===== src/rtl/crypto_rx_decoder.sv =====
// UART-style receiver with 16x oversampling that decrypts each received word
// (rotate-right then XOR key) and holds it with valid/overrun/frame error flags.
//
// state | meaning
// IDLE  | line idle, waiting for the synchronized line to go low
// START | checking that the start bit is still low at its midpoint
// DATA  | sampling DBITS data bits, LSB first, at each bit centre
// STOP  | sampling the stop bit; high gives a word, low flags a frame error
module crypto_rx_decoder #(
  parameter int               DBITS   = 8,
  parameter int               N       = 9,
  parameter int               M       = 325,
  parameter int               SB_TICK = 16,
  parameter logic [DBITS-1:0] KEY     = 8'hA5,
  parameter int               ROT     = 3
) (
  input  logic             clk,
  input  logic             rst,
  input  logic             rx,
  input  logic             rd_ack,
  input  logic             clr_err,
  input  logic             select,
  output logic [DBITS-1:0] plain_out,
  output logic [DBITS-1:0] cipher_out,
  output logic [DBITS-1:0] led_out,
  output logic             rx_valid,
  output logic             overrun,
  output logic             frame_err
);

  localparam int NW = (DBITS > 1) ? $clog2(DBITS) : 1;

  typedef enum logic [1:0] {IDLE, START, DATA, STOP} state_t;

  state_t           state_reg, state_next;
  logic [3:0]       s_reg, s_next;
  logic [NW-1:0]    n_reg, n_next;
  logic [DBITS-1:0] b_reg, b_next;
  logic             rx_meta, rx_s;
  logic [N-1:0]     baud_cnt;
  logic             s_tick;
  logic             done, ferr_set, done_d;
  logic [2*DBITS-1:0] cipher_dbl;
  logic [DBITS-1:0] plain_next;
  logic             ovr_set;

  always_ff @(posedge clk or negedge rst) begin
    if (!rst) begin
      rx_meta <= 1'b1;
      rx_s    <= 1'b1;
    end else begin
      rx_meta <= rx;
      rx_s    <= rx_meta;
    end
  end

  assign s_tick = (baud_cnt == N'(M - 1));

  always_ff @(posedge clk or negedge rst) begin
    if (!rst) baud_cnt <= '0;
    else      baud_cnt <= s_tick ? '0 : baud_cnt + 1'b1;
  end

  always_ff @(posedge clk or negedge rst) begin
    if (!rst) begin
      state_reg <= IDLE;
      s_reg     <= '0;
      n_reg     <= '0;
      b_reg     <= '0;
    end else begin
      state_reg <= state_next;
      s_reg     <= s_next;
      n_reg     <= n_next;
      b_reg     <= b_next;
    end
  end

  always_comb begin
    state_next = state_reg;
    s_next     = s_reg;
    n_next     = n_reg;
    b_next     = b_reg;
    done       = 1'b0;
    ferr_set   = 1'b0;
    unique case (state_reg)
      IDLE: begin
        if (!rx_s) begin
          state_next = START;
          s_next     = '0;
        end
      end
      START: begin
        if (s_tick) begin
          if (s_reg == 4'd7) begin
            s_next = '0;
            if (!rx_s) begin
              state_next = DATA;
              n_next     = '0;
            end else begin
              state_next = IDLE;
            end
          end else begin
            s_next = s_reg + 4'd1;
          end
        end
      end
      DATA: begin
        if (s_tick) begin
          if (s_reg == 4'd15) begin
            s_next = '0;
            b_next = {rx_s, b_reg[DBITS-1:1]};
            if (n_reg == NW'(DBITS - 1)) state_next = STOP;
            else                         n_next = n_reg + 1'b1;
          end else begin
            s_next = s_reg + 4'd1;
          end
        end
      end
      STOP: begin
        if (s_tick) begin
          if (s_reg == 4'(SB_TICK - 1)) begin
            state_next = IDLE;
            s_next     = '0;
            if (rx_s) begin
              done = 1'b1;
            end else begin
              ferr_set = 1'b1;
              b_next   = '0;
            end
          end else begin
            s_next = s_reg + 4'd1;
          end
        end
      end
      default: state_next = IDLE;
    endcase
  end

  // Doubling the word turns rotate-right into a plain part-select.
  assign cipher_dbl = {cipher_out, cipher_out};
  assign plain_next = cipher_dbl[ROT +: DBITS] ^ KEY;
  assign ovr_set    = done_d && rx_valid && !rd_ack;

  always_ff @(posedge clk or negedge rst) begin
    if (!rst) begin
      cipher_out <= '0;
      plain_out  <= '0;
      done_d     <= 1'b0;
      rx_valid   <= 1'b0;
      overrun    <= 1'b0;
      frame_err  <= 1'b0;
    end else begin
      done_d <= done;
      if (done) cipher_out <= b_reg;
      if (done_d) begin
        plain_out <= plain_next;
        rx_valid  <= 1'b1;
      end else if (rd_ack && rx_valid) begin
        rx_valid <= 1'b0;
      end
      overrun   <= ovr_set  | (overrun   & ~clr_err);
      frame_err <= ferr_set | (frame_err & ~clr_err);
    end
  end

  assign led_out = select ? cipher_out : plain_out;

endmodule


===== config.mk =====
export PLATFORM = sky130hd
export DESIGN_NAME = crypto_rx_decoder
export DESIGN_NICKNAME = d
export VERILOG_FILES = /design/src/rtl/crypto_rx_decoder.sv
export SDC_FILE = /design/constraint.sdc
export NUM_CORES = 1
export LEC_CHECK = 0
export ABC_AREA = 1
export ABC_CLOCK_PERIOD_IN_PS = 4500
export CAP_MARGIN = 20
export CORE_MARGIN = 1
export CORE_UTILIZATION = 58
export DETAILED_ROUTE_END_ITERATION = 7
export GPL_ROUTABILITY_DRIVEN = 0
export PLACE_DENSITY = 0.95
export SYNTH_ARGS = -nofsm -noshare
export SYNTH_HDL_FRONTEND = slang
export SYNTH_SLANG_ARGS = --single-unit

===== constraint.sdc =====
create_clock -name clk -period 4.5 [get_ports clk]
set_input_delay 0.675 -clock clk [delete_from_list [all_inputs] [get_ports clk]]
set_output_delay 0.675 -clock clk [all_outputs]
set_load 0.02 [all_outputs]

# Word level (Yosys, flattened, before mapping)

Cells that the tools add are included.

Register bits after elaboration: 48
Output and inout port bits: 27
Logic and storage cells: 95

Add/sub/neg operators: 3
Equal/unequal tests: 19
Muxes and demuxes: 41
Bitwise logic cells: 6
Reduce and logical (&&, ||, !) cells: 13

Operators with widths:

| cell                                                                  | number |
|---|---|
| 8-bit two-way mux                                                     | 6 |
| 2-bit inequality test, second input constant                          | 11 |
| 4-bit two-way mux                                                     | 5 |
| 2-bit two-way mux                                                     | 9 |
| 3-bit two-way mux                                                     | 6 |
| 8-bit one-hot mux with 2 select lines                                 | 1 |
| 4-bit one-hot mux with 3 select lines                                 | 1 |
| 1-bit two-way mux                                                     | 10 |
| 9-bit by 1-bit adder with 9-bit output, second input constant         | 1 |
| 9-bit equality test, second input constant                            | 1 |
| 9-bit two-way mux                                                     | 1 |
| 2-bit one-hot mux with 4 select lines                                 | 1 |
| 8-bit AND reduction                                                   | 1 |
| 7-bit AND reduction                                                   | 1 |
| 3-bit one-hot mux with 2 select lines                                 | 1 |
| 6-bit AND reduction                                                   | 1 |
| 2-bit nonzero test                                                    | 3 |
| 4-bit by 1-bit adder with 4-bit output, second input constant         | 1 |
| 2-bit equality test, second input constant                            | 2 |
| 4-bit by 3-bit equality test with 1-bit output, second input constant | 1 |
| 4-bit equality test, second input constant                            | 1 |
| 4-bit NOT                                                             | 1 |
| 3-bit by 1-bit adder with 3-bit output, second input constant         | 1 |
| 3-bit equality test, second input constant                            | 1 |
| other kinds (10)                                                      | 14 |

# Logic depth before layout (Yosys ltp)

Gate-level depths: netlist of run 1.

Word-level depth: 5
Depth in mapped cells: 11
Depth with buffers taken out: 11

# Worst setup path after synthesis of run 1

Ideal clock, no wire load.

Path kind: input to output
From: input select
To: output led_out[1]
Arrival time: 1364 ps
Required time: 3825 ps
Setup slack: 2461 ps
Cell stages on the path: 2
Cells stage by stage: clkbuf_1 o21ai_0

Word-level cells in the longest chain between the ends: 1

Ends and longest elaborated chain:

| what              | line | source |
|---|---|---|
| from (decl)       | 22   | `input logic select,` |
| 8-bit two-way mux | 166  | `assign led_out = select ? cipher_out : plain_out;` |
| to (decl)         | 25   | `output logic [DBITS-1:0] led_out,` |

No other way between the ends.

# Final worst setup path of run 1

From: input select
To: output led_out[7]

Same word-level chain as after synthesis.

==> summary.md, run 1 <==
| Metric | Value |
|---|---|
| Clock network fraction of design power | `between 30% and 40%` |
| H-tree levels | `2` |
| Sequential power share | `roughly three fifths` |
| Final Max Tran Viols | `0` |
| IO Count | `33` |
| Critical path endpoint category | `primary output` |
| GR Overflow Total | `0` |
| Clock buffer depth | `2` |
| Portion of the clock cycle consumed by the worst path in the final layout | `67.1%` |
| Number of detailed-route iterations in the first pass | `4` |
| Overall die area | `roughly 0.0042 mm^2` |
| Number of global-route vias before repair | `roughly 1,700` |
| Setup slack on the worst flop-to-flop path | `2930 ps` |
| Post-Synth Adder-Cell Area | `2.72%` |
| Vias after detailed routing | `1,734` |
| Simple-gate portion of the synthesized area | `21.3%` |
| Initial antenna violation count | `0` |
| P_leak | `roughly 1.3 nW` |
| Final wirelength | `approximately 4.3 mm` |
| Pin slew with the least headroom to its limit | `477 ps` |
| Most common cell after layout, fill and taps aside | `nand2_1` |
| Count of unresolved DRC violations after routing | `0` |
| Number of clock sinks | `48` |
| Synthesized netlist cell count | `252` |
| Cell-internal power | `0.563 mW` |
| First-pass GRT wire length | `roughly 7.4 mm` |
| Initial cell density of the core | `61.8%` |
| Xor/xnor cell area share of the yosys netlist | `0.763%` |
| Post-layout power | `0.714 mW` |
| Worst supply voltage drop on vdd | `~190 uV` |
| Post-synth top flop | `dfrtp_1` |
| Clock tree from TritonCTS | `yes` |
| Nets in the synthesized netlist | `~260` |
| Net switching share of the total power | `21.1%` |
| Area inside the core boundary | `0.00372 mm^2` |
| Clock buffer count from CTS | `5` |
| Die Span Y | `64.9 um` |
| Clock transition at the registers of the reported paths | `80 ps` |
| Number of distinct standard cells referenced by the synthesized netlist | `30` |
| Post-CTS setup buffers | `0` |
| Max-slew headroom | `approximately two thirds` |
| Largest net degree at the start of global routing | `49` |
| Run status | `finished, final reports clean` |
| Final hold vios | `0` |
| Critical path capture point | `led_out[7]` |
| Setup repair after global routing missed its margin | `false` |
| Cell count of the worst reg-to-reg path | `7` |
| Share of async-settable or async-resettable flops after synthesis | `100%` |
| Row count | `22` |
| Max-capacitance violation count | `0` |
| Detail Placement HPWL | `around 3.2 mm` |
| Largest register FFs | `9` |
| Worst Setup Path Type | `input pin to primary output` |
| X dimension of the die | `64.9 um` |
| Nets@finish | `295` |
| Antenna diode instance count | `0` |
| Gr usage total | `23.6%` |
| Final setup violating endpoints | `0` |
| Total of buffers placed on input and output ports | `32` |
| Max Freq | `0.331 GHz` |
| Dominant combinational cell family by area after synthesis | `simple AND/OR/NAND/NOR gates` |
| Area added between synthesis and finish | `18.6%` |
| HP Class | `input pin to async pin` |
| Worst flop-to-flop path startpoint | `baud_cnt[0]` |
| Final min period | `between 3000 and 4000 ps` |
| Multiplexer fraction of the synthesized cell area | `between 1.5 and 2%` |
| Number of flip-flops and latches in the synthesized netlist | `48` |
| Top reg by flops | `baud_cnt` |
| Power per cell area | `262 mW/mm^2` |
| Hold buffers post-CTS | `0` |
| Number of gates given a new drive strength after cts | `0` |
| Critical Path AT | `2350 ps` |
| NetSw | `between 0.15 and 0.2 mW` |
| Clock tree root buffer cell | `clkbuf_8` |
| Synthesized-area fraction occupied by ao, oa, aoi and oai cells | `11.4%` |
| Yosys synthesis warning count | `0` |
| Critical path startpoint category | `input pin` |
| Insertion delay of the later-clocked pin in the worst-skew pair | `300 ps` |
| Setup total negative slack | `0 ps` |
| Non-filler instance count after layout | `~330` |
| Data required time at the worst endpoint | `around 3800 ps` |
| Fraction of layout instances using a drive strength above 1 | `16.5%` |
| Post-DR vias/cell | `about 5.2` |
| Worst-path maximum fanout | `12` |
| Avg WL per Cell | `13.0 um` |
| Netlist Area Pre-Place | `between 0.002 and 0.0025 mm^2` |
| ANT nets after route | `0` |
| Number of enable flip-flop cells after synthesis | `0` |
| Post-synthesis sequential area ratio | `a little over half` |
| Most frequent cells in the layout | `56 x nand2_1, 46 x dfrtp_1, 34 x inv_1` |
| RR Endpoint | `b_reg[2]` |
| Clk_skew | `3.91 ps` |
| Share of total power in combinational logic | `under 10%` |
| Post-Place Cells | `roughly 320` |
| End-of-flow core utilization | `73.3%` |
| Crit path launch | `select` |
| Post-synthesis area per instance | `9.11 um^2` |
| Iteration-0 DRC count of the detailed router | `87` |
-- cells in the mapped netlist, types with 2 or more instances --
| cell type | n | area share, % |
|---|---|---|
| nand2_1 | 56 | 9.2 |
| dfrtp_1 | 46 | 50 |
| inv_1 | 34 | 5.6 |
| o21ai_0 | 17 | 3.7 |
| nor2_1 | 12 | 2.0 |
| nand3_1 | 10 | 2.2 |
| o21ai_2 | 8 | 3.1 |
| o22ai_1 | 8 | 2.2 |
| inv_2 | 6 | 0.98 |
| ha_1 | 5 | 2.7 |
| nand2_2 | 5 | 1.4 |
| nor2_2 | 5 | 1.4 |
| a21oi_1 | 4 | 0.87 |
| buf_4 | 4 | 1.3 |
| mux2_2 | 4 | 2.0 |
| nand4_1 | 4 | 1.1 |
| o21ai_1 | 4 | 0.87 |
| nand2_4 | 3 | 1.5 |
| buf_6 | 2 | 0.98 |
| dfstp_2 | 2 | 2.3 |
| nor2_4 | 2 | 0.98 |
| nor3_1 | 2 | 0.44 |
| xor2_1 | 2 | 0.76 |
-- critical path: stages --
cell and delay (ps):
clkdlybuf4s50_1 720, mux2_2 390, clkdlybuf4s50_1 560
-- logic make-up after synthesis --
kind of cell | Yosys count
AND/OR/NAND/NOR | 101
buffers and inverters | 49
flip-flops | 48
AO/OA/AOI/OAI | 43
adder cells (fa/ha/maj) | 5
multiplexers | 4
XOR/XNOR | 2
-- cell type report --
type                            instances  area (um^2)
Clock inverter                          1         7.51
Fill cell                             279          992
Timing Repair Buffer                   33          335
Tap cell                               48         60.1
Inverter                               41          154
Multi-Input combinational cell        155          877
Sequential cell                        48         1200
Clock buffer                            7         86.3
-- routing by layer --
layer | global-route usage, % | routed length (um)
met3 | 4.93 | 151
met5 | 0 | 0
met2 | 41.7 | 2200
met4 | 13.9 | 110
met1 | 25.7 | 1870
-- power groups by stage --
stage | logic, mW | clock network [mW] | registers [mW]
after floorplan | 0.00284 | 0 | 0.441
after CTS | 0.0159 | 0.269 | 0.433
after global routing | 0.0199 | 0.291 | 0.433
final | 0.0174 | 0.264 | 0.433
after global placement | 0.0155 | 0 | 0.441
after detailed placement | 0.0158 | 0 | 0.441
-- worst min-delay path by stage --
stage,slack (ps),to,cells after the start,from
finish,320,s_reg[2],1,rst
detailed placement,350,rx_s,0,rx_meta
global route,340,s_reg[0],1,rst
floorplan,350,rx_s,0,rx_meta
CTS,360,rx_s,0,rx_meta
global placement,350,rx_s,0,rx_meta
-- per-stage QoR --
stage / area, um^2 / hold slack [ps] / setup WS (ps)
after floorplan: 2300 / 345 / 2460
after global placement: 2610 / 346 / 1560
after detailed placement: 2610 / 348 / 1490
after CTS: 2700 / 365 / 1470
after global routing: 2720 / 344 / 1420
final: 2720 / 318 / 1480
No activity file was read; power rests on OpenSTA's default activity.
==> run 2: changes to the inputs <==
--- a/config.mk
+++ b/config.mk
@@ -6,13 +6,13 @@
 export NUM_CORES = 1
 export LEC_CHECK = 0
 export ABC_AREA = 1
-export ABC_CLOCK_PERIOD_IN_PS = 4500
+export ABC_CLOCK_PERIOD_IN_PS = 2500
 export CAP_MARGIN = 20
 export CORE_MARGIN = 1
-export CORE_UTILIZATION = 58
+export CORE_UTILIZATION = 48
 export DETAILED_ROUTE_END_ITERATION = 7
 export GPL_ROUTABILITY_DRIVEN = 0
-export PLACE_DENSITY = 0.95
+export PLACE_DENSITY = 0.87
 export SYNTH_ARGS = -nofsm -noshare
 export SYNTH_HDL_FRONTEND = slang
 export SYNTH_SLANG_ARGS = --single-unit
==> constraint.sdc (replaced) <==
create_clock -name clk -period 2.5 [get_ports clk]
set_input_delay 0.375 -clock clk [delete_from_list [all_inputs] [get_ports clk]]
set_output_delay 0.375 -clock clk [all_outputs]
set_load 0.02 [all_outputs]
==> run 2 against run 1 <==
Against the previous run:
- via count decreased by 1.7%
- flip-flop and latch count unchanged
- clock-buffer cell count decreased by 1
- the flow now finishes with violations (design-rule violations)
- global-route usage decreased by 5.0 points
- clock skew increased by 4.6 ps
- critical path depth increased by 2
- die area increased by 20%
- largest power group unchanged
- largest cell class unchanged
==> summary.md, run 2 (synthesized netlist as in run 1, its figures left out) <==
| Metric | Value |
|---|---|
| Max-capacitance violation count | `0 (unchanged)` |
| Area inside the core boundary | `0.00447 mm^2 (+20%)` |
| Non-filler instance count after layout | `340 (+2.1%)` |
| Iteration-0 DRC count of the detailed router | `137 (+57%)` |
| Failing checks | `design-rule violations` |
| Dominant cell type by count on the critical path | `clkdlybuf4s50_1` |
| X dimension of the die | `71.2 um (+9.6%)` |
| Final Max Tran Viols | `0 (unchanged)` |
| Portion of the clock cycle consumed by the worst path in the final layout | `91.5%` |
| Number of gates given a new drive strength after cts | `0 (unchanged)` |
| Clock buffer depth | `2 (unchanged)` |
| Combined flip-flop and latch cell area | `0.00120 mm^2 (unchanged)` |
| Final hold vios | `0 (unchanged)` |
| Top reg by flops | `baud_cnt` |
| Worst-path maximum fanout | `8 (-4)` |
| Largest register FFs | `9 (unchanged)` |
| HP Class | `register to register` |
| Filler cell count | `394 (+41%)` |
| Gr usage total | `18.5% (-5.0 points)` |
| Final min period | `2290 ps` |
| Final standard cell area without fillers | `0.00277 mm^2 (+1.7%)` |
| Number of detailed-route iterations in the first pass | `6 (+2)` |
| Fraction of layout instances using a drive strength above 1 | `17.4% (+0.87 points)` |
| Setup repair after global routing missed its margin | `false` |
| P_leak | `1.35 nW (+2.0%)` |
| Initial cell density of the core | `51.3% (-10 points)` |
| Clock transition at the registers of the reported paths | `80 ps (about the same)` |
| Number of clock sinks | `48 (unchanged)` |
| Most common cell after layout, fill and taps aside | `nand2_1` |
| Row count | `24 (+9.1%)` |
| IO Count | `33 (unchanged)` |
| Run status | `finished with violations` |
| Die Span Y | `71.2 um (+9.6%)` |
| Clock buffer count from CTS | `5 (unchanged)` |
| Power per cell area | `501 mW/mm^2 (+91%)` |
| Worst supply voltage drop on vdd | `385 uV (+100%)` |
| Post-CTS setup buffers | `0 (unchanged)` |
| Setup total negative slack | `0 ps (unchanged)` |
| Worst stage delay on the critical path | `630 ps (-90 ps)` |
| Clock tree from TritonCTS | `yes` |
| Antenna diode instance count | `0 (unchanged)` |
| Detail Placement HPWL | `3.18 mm (-1.6%)` |
| ANT nets after route | `0 (unchanged)` |
| Critical Path AT | `1910 ps (-440 ps)` |
| Largest net degree at the start of global routing | `19 (-61%)` |
| Number of global-route vias before repair | `1,628 (-6.6%)` |
| Max Freq | `0.437 GHz` |
| Count of unresolved DRC violations after routing | `3 (+3)` |
| Avg WL per Cell | `12.2 um (-6.4%)` |
| Cell-by-cell listing of the critical path | `clkdlybuf4s50_1 -> buf_4 -> nand2_1 -> o21ai_0 -> clkdlybuf4s50_1` |
| GR Overflow Total | `0 (unchanged)` |
| Clock tree root buffer cell | `clkbuf_8` |
| Most frequent cells in the layout | `56 x nand2_1, 46 x dfrtp_1, 34 x inv_1` |
| Pin slew with the least headroom to its limit | `405 ps (-72.0 ps)` |
| Standard cell area after detailed placement | `0.00264 mm^2 (+1.1%)` |
| Final setup violating endpoints | `0 (unchanged)` |
| Total of buffers placed on input and output ports | `32 (unchanged)` |
| Vias after detailed routing | `1,705 (-1.7%)` |
| Critical path startpoint category | `input pin` |
| Insertion delay of the later-clocked pin in the worst-skew pair | `300 ps (about the same)` |
| H-tree levels | `2 (unchanged)` |
| Initial antenna violation count | `0 (unchanged)` |
| Post-Place Cells | `331 (+2.2%)` |
| Data required time at the worst endpoint | `2120 ps (-1710 ps)` |
| Clk_skew | `8.49 ps (+4.58 ps)` |
| Final wirelength | `4.14 mm (-4.4%)` |
| Area used by multi-input combinational logic | `877 um^2 (unchanged)` |
| Critical path endpoint category | `primary output` |
| Worst Setup Path Type | `input pin to primary output` |
| Post-DR vias/cell | `5.01 (-3.7%)` |
| First-pass GRT wire length | `7.23 mm (-2.5%)` |
| Area added between synthesis and finish | `20.6%` |
| Max-slew headroom | `72.8% (+4.6 points)` |
| Overall die area | `0.00506 mm^2 (+20%)` |
| Max stage delay cell, worst path | `clkdlybuf4s50_1` |
| Nets@finish | `298 (+1.0%)` |
[run 2: cell count changes in the layout (fill, tap and decap cells not counted), sizes merged]
cell,delta
clkinvlp,-1
clkbuf,-1
clkinv,+1
bufinv,+1
buf,+2
dlygate4sd3,+1
[run 2: stage by stage]
step	total power, mW	hold WS, ps	util (%)	setup WS (ps)
6_report	1.39	359	61.9	213
5_1_grt	1.45	362	61.9	118
4_1_cts	1.40	359	61.9	214
3_5_place_dp	0.827	313	58.9	219
3_3_place_gp	0.827	307	58.9	281
2_1_floorplan	0.800	79.4	-	1060
[run 2: timing repair]
action | CTS | global route
hold endpoints to repair | 15 | 0
setup endpoints to repair | 0 | 0
hold buffers | 1 | 0
[run 2: report_power, final]
group	internal [mW]	leakage [nW]	switching (mW)
clock	0.327	0.0614	0.249
sequential	0.778	0.644	0.000543
combinational	0.0118	0.648	0.0209
total	1.12	1.35	0.271
[run 2: path summary, 6_finish.rpt]
check	from	endpoint	slack, ps	depth (start not counted)
max in group asynchronous	rst	rx_meta	1390	3
setup / recovery	select	led_out[6]	210	5
setup reg to reg	baud_cnt[1]	b_reg[4]	920	7
hold / removal	rx_meta	rx_s	360	0
min in group asynchronous	rst	baud_cnt[8]	510	2
hold reg to reg	rx_meta	rx_s	360	0
[run 2: final cells by class]
class                   instances  share of cell area [%]
well taps                      52                    2.35
clock inverters                 2                    1.40
repair buffers                 36                    12.6
multi-input cells             155                    31.7
inverters                      41                    5.56
flip-flops and latches         48                    43.5
clock buffers                   6                    2.98
[run 2: per-layer routing]
metal	GRT usage, %	wire (um)	vias to the layer above
li1	-	-	862
met2	32.0	2080	31
met5	0	0	-
met1	22.6	1850	805
met4	7.33	65	0
met3	3.99	136	7
[run 2: worst max-delay path: cells and delay by family]
family / cells / cell delay (ps)
buffers and inverters: 3 / 1410
and+or+nand+nor: 1 / 60
AOI/OAI and AO/OA: 1 / 70
